==> config.mk <==
export PLATFORM = sky130hd
export DESIGN_NAME = boot_loader_seq_flat
export DESIGN_NICKNAME = d
export VERILOG_FILES = /design/src/rtl/boot_pkg.sv /design/src/rtl/boot_loader_seq_if.sv /design/src/rtl/boot_timer.sv /design/src/rtl/boot_loader_seq.sv /design/src/flat_wrapper.sv
export SDC_FILE = /design/constraint.sdc
export NUM_CORES = 1
export LEC_CHECK = 0
export CAP_MARGIN = 0
export CORE_MARGIN = 8
export CORE_UTILIZATION = 53
export CTS_BUF_LIST = sky130_fd_sc_hd__clkbuf_4
export CTS_CLUSTER_SIZE = 20
export DETAILED_ROUTE_END_ITERATION = 10
export PLACE_DENSITY = 0.81
export REMOVE_ABC_BUFFERS = 1
export SLEW_MARGIN = 5
export SYNTH_ARGS = -nofsm -noshare
export SYNTH_HDL_FRONTEND = slang
export SYNTH_SLANG_ARGS = --single-unit
==> constraint.sdc <==
create_clock -name clk -period 1.8 [get_ports clk]
set_input_delay 0.36 -clock clk [delete_from_list [all_inputs] [get_ports clk]]
set_output_delay 0.36 -clock clk [all_outputs]
set_load 0.02 [all_outputs]
==> src/rtl/boot_pkg.sv <==
// Shared types and width helpers for the boot loader sequencer.
package boot_pkg;

  // Top-level sequencer states.
  typedef enum logic [2:0] {
    StIdle,
    StLoad,
    StStretch,
    StRun,
    StErr
  } boot_state_t;

  // Bits needed to hold values 0..max_val; never narrower than one bit so that
  // a zero-length stretch still yields a legal counter.
  function automatic int unsigned cnt_w(input int unsigned max_val);
    return (max_val < 1) ? 1 : $clog2(max_val + 1);
  endfunction

  localparam int unsigned MinCntW = 1;

endpackage

==> src/rtl/boot_loader_seq_if.sv <==
// Image stream handshake plus instruction-memory write port.
interface boot_loader_seq_if #(
  parameter int unsigned ADDR_W = 16,
  parameter int unsigned DATA_W = 16
);

  logic [DATA_W-1:0] in_data;
  logic              in_valid;
  logic              in_ready;
  logic [ADDR_W-1:0] mem_addr;
  logic [DATA_W-1:0] mem_data;
  logic              mem_we;

  // Environment side: drives the image stream, observes the memory writes.
  modport master (
    output in_data,
    output in_valid,
    input  in_ready,
    input  mem_addr,
    input  mem_data,
    input  mem_we
  );

  // Loader side: consumes the image stream, drives the memory writes.
  modport slave (
    input  in_data,
    input  in_valid,
    output in_ready,
    output mem_addr,
    output mem_data,
    output mem_we
  );

endinterface

==> src/rtl/boot_timer.sv <==
// Loadable saturating up/down counter with clear, enable and a terminal-value flag.
module boot_timer #(
  parameter int unsigned W         = 4,
  parameter bit          CountDown = 1'b0
) (
  input  logic         clk_i,
  input  logic         rst_i,
  input  logic         clr_i,
  input  logic         load_i,
  input  logic [W-1:0] load_val_i,
  input  logic         en_i,
  input  logic [W-1:0] term_val_i,
  output logic         term_o
);

  logic [W-1:0] cnt_q, cnt_d;

  // Next count: clear beats load beats count; both directions saturate.
  always_comb begin
    cnt_d = cnt_q;
    if (clr_i) begin
      cnt_d = '0;
    end else if (load_i) begin
      cnt_d = load_val_i;
    end else if (en_i) begin
      if (CountDown) begin
        if (cnt_q != '0) cnt_d = cnt_q - 1'b1;
      end else begin
        if (cnt_q != '1) cnt_d = cnt_q + 1'b1;
      end
    end
  end

  // Count register with synchronous reset.
  always_ff @(posedge clk_i) begin
    if (rst_i) begin
      cnt_q <= '0;
    end else begin
      cnt_q <= cnt_d;
    end
  end

  assign term_o = (cnt_q == term_val_i);

endmodule

==> src/rtl/boot_loader_seq.sv <==
// Boot sequencer: loads a fixed-size image into instruction memory, stretches
// core reset, then releases the core. A stalled source ends in a sticky error.
module boot_loader_seq
  import boot_pkg::*;
#(
  parameter int unsigned ADDR_W      = 16,
  parameter int unsigned DATA_W      = 16,
  parameter int unsigned IMG_WORDS   = 256,
  parameter int unsigned RST_STRETCH = 5,
  parameter int unsigned TIMEOUT     = 1024
) (
  input  logic              clk,
  input  logic              rst,
  boot_loader_seq_if.slave  bus,
  output logic              core_rst,
  output logic              boot_done,
  output logic              boot_err
);

  // One extra bit so IMG_WORDS = 2^ADDR_W reaches its terminal compare unwrapped.
  localparam int unsigned CntW = ADDR_W + 1;
  localparam int unsigned TmrW = cnt_w(TIMEOUT);
  localparam int unsigned StrW = cnt_w(RST_STRETCH);

  localparam logic [CntW-1:0] LastWord = CntW'(IMG_WORDS - 1);
  localparam logic [TmrW-1:0] TmrLast  = TmrW'(TIMEOUT - 1);
  localparam logic [StrW-1:0] StrInit  = StrW'(RST_STRETCH);
  // Stretch ends on the edge that takes the downcounter from 1 to 0.
  localparam logic [StrW-1:0] StrLast  = StrW'(1);

  boot_state_t       state_q, state_d;
  logic [CntW-1:0]   count_q, count_d;
  logic              in_ready_q, in_ready_d;
  logic              mem_we_q, mem_we_d;
  logic [ADDR_W-1:0] mem_addr_q, mem_addr_d;
  logic [DATA_W-1:0] mem_data_q, mem_data_d;
  logic              core_rst_q, core_rst_d;
  logic              boot_done_q, boot_done_d;
  logic              boot_err_q, boot_err_d;

  logic xfer;
  logic last_word;
  logic tmr_clr, tmr_en, tmr_term;
  logic str_load, str_en, str_term;

  assign xfer      = (state_q == StLoad) && in_ready_q && bus.in_valid;
  assign last_word = (count_q == LastWord);

  // Idle-gap watchdog: counts cycles in LOAD since the last accepted word.
  boot_timer #(
    .W         (TmrW),
    .CountDown (1'b0)
  ) u_idle_tmr (
    .clk_i      (clk),
    .rst_i      (rst),
    .clr_i      (tmr_clr),
    .load_i     (1'b0),
    .load_val_i ('0),
    .en_i       (tmr_en),
    .term_val_i (TmrLast),
    .term_o     (tmr_term)
  );

  // Post-load core reset stretch.
  boot_timer #(
    .W         (StrW),
    .CountDown (1'b1)
  ) u_stretch_tmr (
    .clk_i      (clk),
    .rst_i      (rst),
    .clr_i      (1'b0),
    .load_i     (str_load),
    .load_val_i (StrInit),
    .en_i       (str_en),
    .term_val_i (StrLast),
    .term_o     (str_term)
  );

  // Next-state and registered-output logic.
  always_comb begin
    state_d     = state_q;
    count_d     = count_q;
    in_ready_d  = in_ready_q;
    mem_we_d    = 1'b0;
    mem_addr_d  = mem_addr_q;
    mem_data_d  = mem_data_q;
    core_rst_d  = core_rst_q;
    boot_done_d = boot_done_q;
    boot_err_d  = boot_err_q;
    tmr_clr     = 1'b1;
    tmr_en      = 1'b0;
    str_load    = 1'b0;
    str_en      = 1'b0;

    unique case (state_q)
      StIdle: begin
        state_d    = StLoad;
        in_ready_d = 1'b1;
        core_rst_d = 1'b1;
      end

      StLoad: begin
        tmr_clr = xfer;
        tmr_en  = !xfer;
        if (xfer) begin
          mem_we_d   = 1'b1;
          mem_addr_d = count_q[ADDR_W-1:0];
          mem_data_d = bus.in_data;
          count_d    = count_q + 1'b1;
          if (last_word) begin
            // Drop ready on the accepting edge so no extra word slips in.
            in_ready_d = 1'b0;
            if (RST_STRETCH == 0) begin
              state_d = StRun;
            end else begin
              state_d  = StStretch;
              str_load = 1'b1;
            end
          end
        end else if (tmr_term) begin
          state_d    = StErr;
          in_ready_d = 1'b0;
          boot_err_d = 1'b1;
        end
      end

      StStretch: begin
        in_ready_d = 1'b0;
        core_rst_d = 1'b1;
        str_en     = 1'b1;
        if (str_term) state_d = StRun;
      end

      // core_rst/boot_done follow one edge after entering RUN.
      StRun: begin
        in_ready_d  = 1'b0;
        core_rst_d  = 1'b0;
        boot_done_d = 1'b1;
      end

      StErr: begin
        in_ready_d  = 1'b0;
        core_rst_d  = 1'b1;
        boot_done_d = 1'b0;
        boot_err_d  = 1'b1;
      end

      default: begin
        state_d = StIdle;
      end
    endcase
  end

  // State and output registers; synchronous reset drops any same-cycle handshake.
  always_ff @(posedge clk) begin
    if (rst) begin
      state_q     <= StIdle;
      count_q     <= '0;
      in_ready_q  <= 1'b0;
      mem_we_q    <= 1'b0;
      mem_addr_q  <= '0;
      mem_data_q  <= '0;
      core_rst_q  <= 1'b1;
      boot_done_q <= 1'b0;
      boot_err_q  <= 1'b0;
    end else begin
      state_q     <= state_d;
      count_q     <= count_d;
      in_ready_q  <= in_ready_d;
      mem_we_q    <= mem_we_d;
      mem_addr_q  <= mem_addr_d;
      mem_data_q  <= mem_data_d;
      core_rst_q  <= core_rst_d;
      boot_done_q <= boot_done_d;
      boot_err_q  <= boot_err_d;
    end
  end

  assign bus.in_ready = in_ready_q;
  assign bus.mem_we   = mem_we_q;
  assign bus.mem_addr = mem_addr_q;
  assign bus.mem_data = mem_data_q;
  assign core_rst     = core_rst_q;
  assign boot_done    = boot_done_q;
  assign boot_err     = boot_err_q;

endmodule
==> src/flat_wrapper.sv <==
// flat-port wrapper written by rule: the top's interface ports become plain ports
module boot_loader_seq_flat import boot_pkg::*;
#(
  parameter int unsigned ADDR_W      = 16,
  parameter int unsigned DATA_W      = 16,
  parameter int unsigned IMG_WORDS   = 256,
  parameter int unsigned RST_STRETCH = 5,
  parameter int unsigned TIMEOUT     = 1024
)
  (clk, rst, core_rst, boot_done, boot_err, bus_in_data, bus_in_valid, bus_in_ready, bus_mem_addr, bus_mem_data, bus_mem_we);
  boot_loader_seq_if #(.ADDR_W(ADDR_W), .DATA_W(DATA_W)) bus_i ();
  input  logic clk;
  input  logic rst;
  output logic core_rst;
  output logic boot_done;
  output logic boot_err;
  input wire logic [$bits(bus_i.in_data)-1:0] bus_in_data;
  input wire logic [$bits(bus_i.in_valid)-1:0] bus_in_valid;
  output wire logic [$bits(bus_i.in_ready)-1:0] bus_in_ready;
  output wire logic [$bits(bus_i.mem_addr)-1:0] bus_mem_addr;
  output wire logic [$bits(bus_i.mem_data)-1:0] bus_mem_data;
  output wire logic [$bits(bus_i.mem_we)-1:0] bus_mem_we;
  assign bus_i.in_data = bus_in_data;
  assign bus_i.in_valid = bus_in_valid;
  assign bus_in_ready = bus_i.in_ready;
  assign bus_mem_addr = bus_i.mem_addr;
  assign bus_mem_data = bus_i.mem_data;
  assign bus_mem_we = bus_i.mem_we;
  boot_loader_seq #(.ADDR_W(ADDR_W), .DATA_W(DATA_W), .IMG_WORDS(IMG_WORDS), .RST_STRETCH(RST_STRETCH), .TIMEOUT(TIMEOUT)) u_core (.clk(clk), .rst(rst), .bus(bus_i), .core_rst(core_rst), .boot_done(boot_done), .boot_err(boot_err));
endmodule
==> impl_metrics.json <==
{
  "gp_congestion": 0.793,
  "cp-start-kind": "flip-flop",
  "ff2ff_setup_slack_ns": 0.11,
  "grt_usage_pct": 15.3,
  "critPathTopFamily": "buffers and inverters",
  "comb_power_share_pct": 11.6,
  "end_kind": "output port",
  "vias": 2529,
  "clockPowerShare_pct": 36.4,
  "hold_viol": 0,
  "drc": 0,
  "ys_types": 42,
  "peakVddDrop_mv": 0.502,
  "cts_buffers": 9,
  "vias_per_cell": 5.20,
  "fp-row-count": 27,
  "period_minus_slack_ns": 1.75,
  "ys_seq_area_share_pct": 48.6,
  "ys.flop_type": "dfxtp_1",
  "synth_seq_cells": 71,
  "grt_overflow": 0,
  "clockBufferDepth": 2,
  "status": "complete, no violations",
  "drive_above_1_share_pct": 11.1,
  "synth_adder_area_share_pct": 2.14,
  "grt_use_met3_pct": 4.49,
  "cts_tree": "done",
  "htree_levels": 3,
  "synth_xor_area_share_pct": 7.19,
  "multiInputGateArea_um2": 1410,
  "synth-compound-area-share_pct": 11.2,
  "leakagePower_nw": 1.45,
  "busiest_layer": "met2",
  "p_seq_share_pct": 52.0,
  "min_path_type": "input pin to flip-flop",
  "cap_violations": 0,
  "ys_async_sr_fraction_pct": 0,
  "synth_area_um2": 2920,
  "die_width_um": 90.3,
  "regArea_um2": 1420,
  "n_antenna_cell": 0,
  "tightest_slew_ns": 0.521,
  "start_util_pct": 54.1,
  "syn_area_per_cell_um2": 8.50,
  "fmax_mhz": 573,
  "rsz0062_at_grt": "false",
  "grtUsageMet1_pct": 17.1,
  "required_ns": 1.44,
  "cp.arrival_ns": 1.39,
  "path_cells": "clkdlybuf4s50_1",
  "synth_top_family_by_area": "simple AND/OR/NAND/NOR gates",
  "cp_num_buf_inv": 1,
  "p_int_mw": 2.34,
  "fin_nets": 433,
  "dp_hpwl_mm": 4.23,
  "drt-total-wl_mm": 6.11,
  "slew_headroom_pct": 65.3,
  "setup_viol": 0,
  "grt_pass1_vias": 2443,
  "antenna_found_initial": 0,
  "final-max-slew-violation-count": 0,
  "syn2layout_area_growth_pct": 30.4,
  "grt_pass1_wl_mm": 10.6,
  "max_stage_delay_ns": 0.62,
  "synth-simple-area-share_pct": 27.1,
  "fin_crit_sh_pct": 97.0,
  "synthMuxAreaShare_pct": 0.342,
  "postCtsSetupRepairBufs": 0,
  "crit_slowest_cell": "clkdlybuf4s50_1",
  "clk_pin_slew_ns": 0.12,
  "ys_warn_count": 0,
  "ant_nets": 0,
  "crit_fanout": 2,
  "drtIter0Drc": 96,
  "firstDrtPassIters": 4,
  "grt_max_degree": 54,
  "switching_power_uw": 808,
  "worst_clock_skew_ns": 0.0145,
  "use_met2_pct": 26.0,
  "ios": 56,
  "core_area_um2": 5410,
  "post-route-util_pct": 70.6,
  "nFillCells": 455,
  "dieArea_um2": 8150,
  "root_buffer": "clkbuf_4",
  "io_buffers": 55,
  "synthCells": 344,
  "clock_sinks": 71,
  "tns_ns": 0,
  "clkLatencyLatePin_ns": 0.42,
  "power_density_nw_per_um2": 825,
  "die_h_um": 90.3,
  "ctsHoldBuffers": 0,
  "finalPower_mw": 3.15,
  "p_sw_share_pct": 25.7,
  "path_class": "flip-flop to output port",
  "post_drt_wl_per_cell_um": 12.6,
  "synth_edf_count": 0
}
## worst reg2reg max path, delay by kind of cell (launching register included)
| kind | cells | cell delay (ns) |
|---|---|---|
| flip-flops | 1 | 0.40 |
| AND/OR/NAND/NOR | 4 | 1.06 |
| XOR/XNOR | 1 | 0.12 |
## state kept, by name, indices dropped and copies added, names as in the netlist
name / count
u_core.count_q: 17
u_core.bus.mem_addr: 16
u_core.bus.mem_data: 16
u_core.u_idle_tmr.cnt_q: 11
u_core.state_q: 3
u_core.u_stretch_tmr.cnt_q: 3
u_core.boot_done: 1
u_core.boot_err: 1
u_core.bus.in_ready: 1
u_core.bus.mem_we: 1
u_core.core_rst: 1
## placed cells by master (no fill, tap or decap), types with 5 or more instances in the layout
master / n
nand2_1: 80
dfxtp_1: 70
clkdlybuf4s50_1: 48
a21oi_1: 42
nor2_1: 29
xor2_1: 18
buf_4: 14
nand4_1: 10
clkbuf_4: 9
nand3_1: 7
inv_1: 6
nor3_1: 6
xnor2_1: 6
ha_1: 5
dlymetal6s2s_1: 5
## repair_timing
action,in CTS,in global routing
endpoints found under the setup margin,1,7
resized for setup,1,7
gates cloned,0,0
## cells in the mapped netlist, types with 3 or more instances
master / count / area share (%)
inv_1: 6 / 0.77
nand2b_1: 3 / 0.64
and2_1: 4 / 0.86
nand3_1: 7 / 1.2
nand2_1: 80 / 10
nor3_1: 6 / 1.0
a21oi_1: 42 / 7.2
and3_1: 4 / 0.86
and4_1: 4 / 1.2
clkbuf_1: 10 / 1.3
o21ai_0: 4 / 0.68
ha_1: 5 / 2.1
nor2_1: 29 / 3.7
xor2_1: 18 / 5.4
xnor2_1: 6 / 1.8
nand4_1: 10 / 2.1
buf_2: 4 / 0.68
dfxtp_1: 71 / 49
## final cells by class
| class | instances | area share [%] |
|---|---|---|
| well taps | 72 | 2.36 |
| clock buffers | 9 | 1.77 |
| inverters | 6 | 0.591 |
| repair buffers | 71 | 18.4 |
| multi-input cells | 250 | 37.0 |
| clock inverters | 7 | 2.53 |
| flip-flops and latches | 71 | 37.3 |
## final timing paths
| path | startpoint | to | depth (start not counted) |
|---|---|---|---|
| min | rst | u_core.boot_done | 2 |
| max reg2reg | u_core.state_q[0] | u_core.count_q[5] | 5 |
| max | u_core.bus.mem_addr[10] | bus_mem_addr[10] | 1 |
| min reg2reg | u_core.bus.mem_data[0] | u_core.bus.mem_data[0] | 2 |
## kinds of logic after synthesis
| kind of cell | Yosys count |
|---|---|
| flops | 71 |
| xor+xnor | 24 |
| buf+inv | 23 |
| mux | 1 |
| fa+ha+maj | 5 |
| simple gates | 162 |
| compound gates | 58 |
## metal layers
metal	wire (um)	up-vias
met5	0	-
met4	126	0
met2	2790	67
met3	319	12
met1	2870	1169
li1	-	1281
## power groups by stage
stage                     Sequential, mW  Combinational [mW]  Clock, mW
after CTS                           1.63               0.370       1.17
after global placement              1.67               0.367          0
after detailed placement            1.67               0.371          0
after floorplan                     1.70               0.151          0
final                               1.63               0.366       1.15
after global routing                1.64               0.401       1.23
## stage by stage
step,setup slack (ns),cell area (um2),hold WS (ns),std cells
4_1_cts,0.00537,3790,0.168,486
6_report,0.0545,3810,0.198,486
2_1_floorplan,-0.182,2850,0.429,327
3_5_place_dp,-0.165,3630,0.443,470
5_1_grt,0.00128,3810,0.186,486
3_3_place_gp,-0.127,3630,0.433,470
Note: power is estimated with default switching activity, not from simulation.
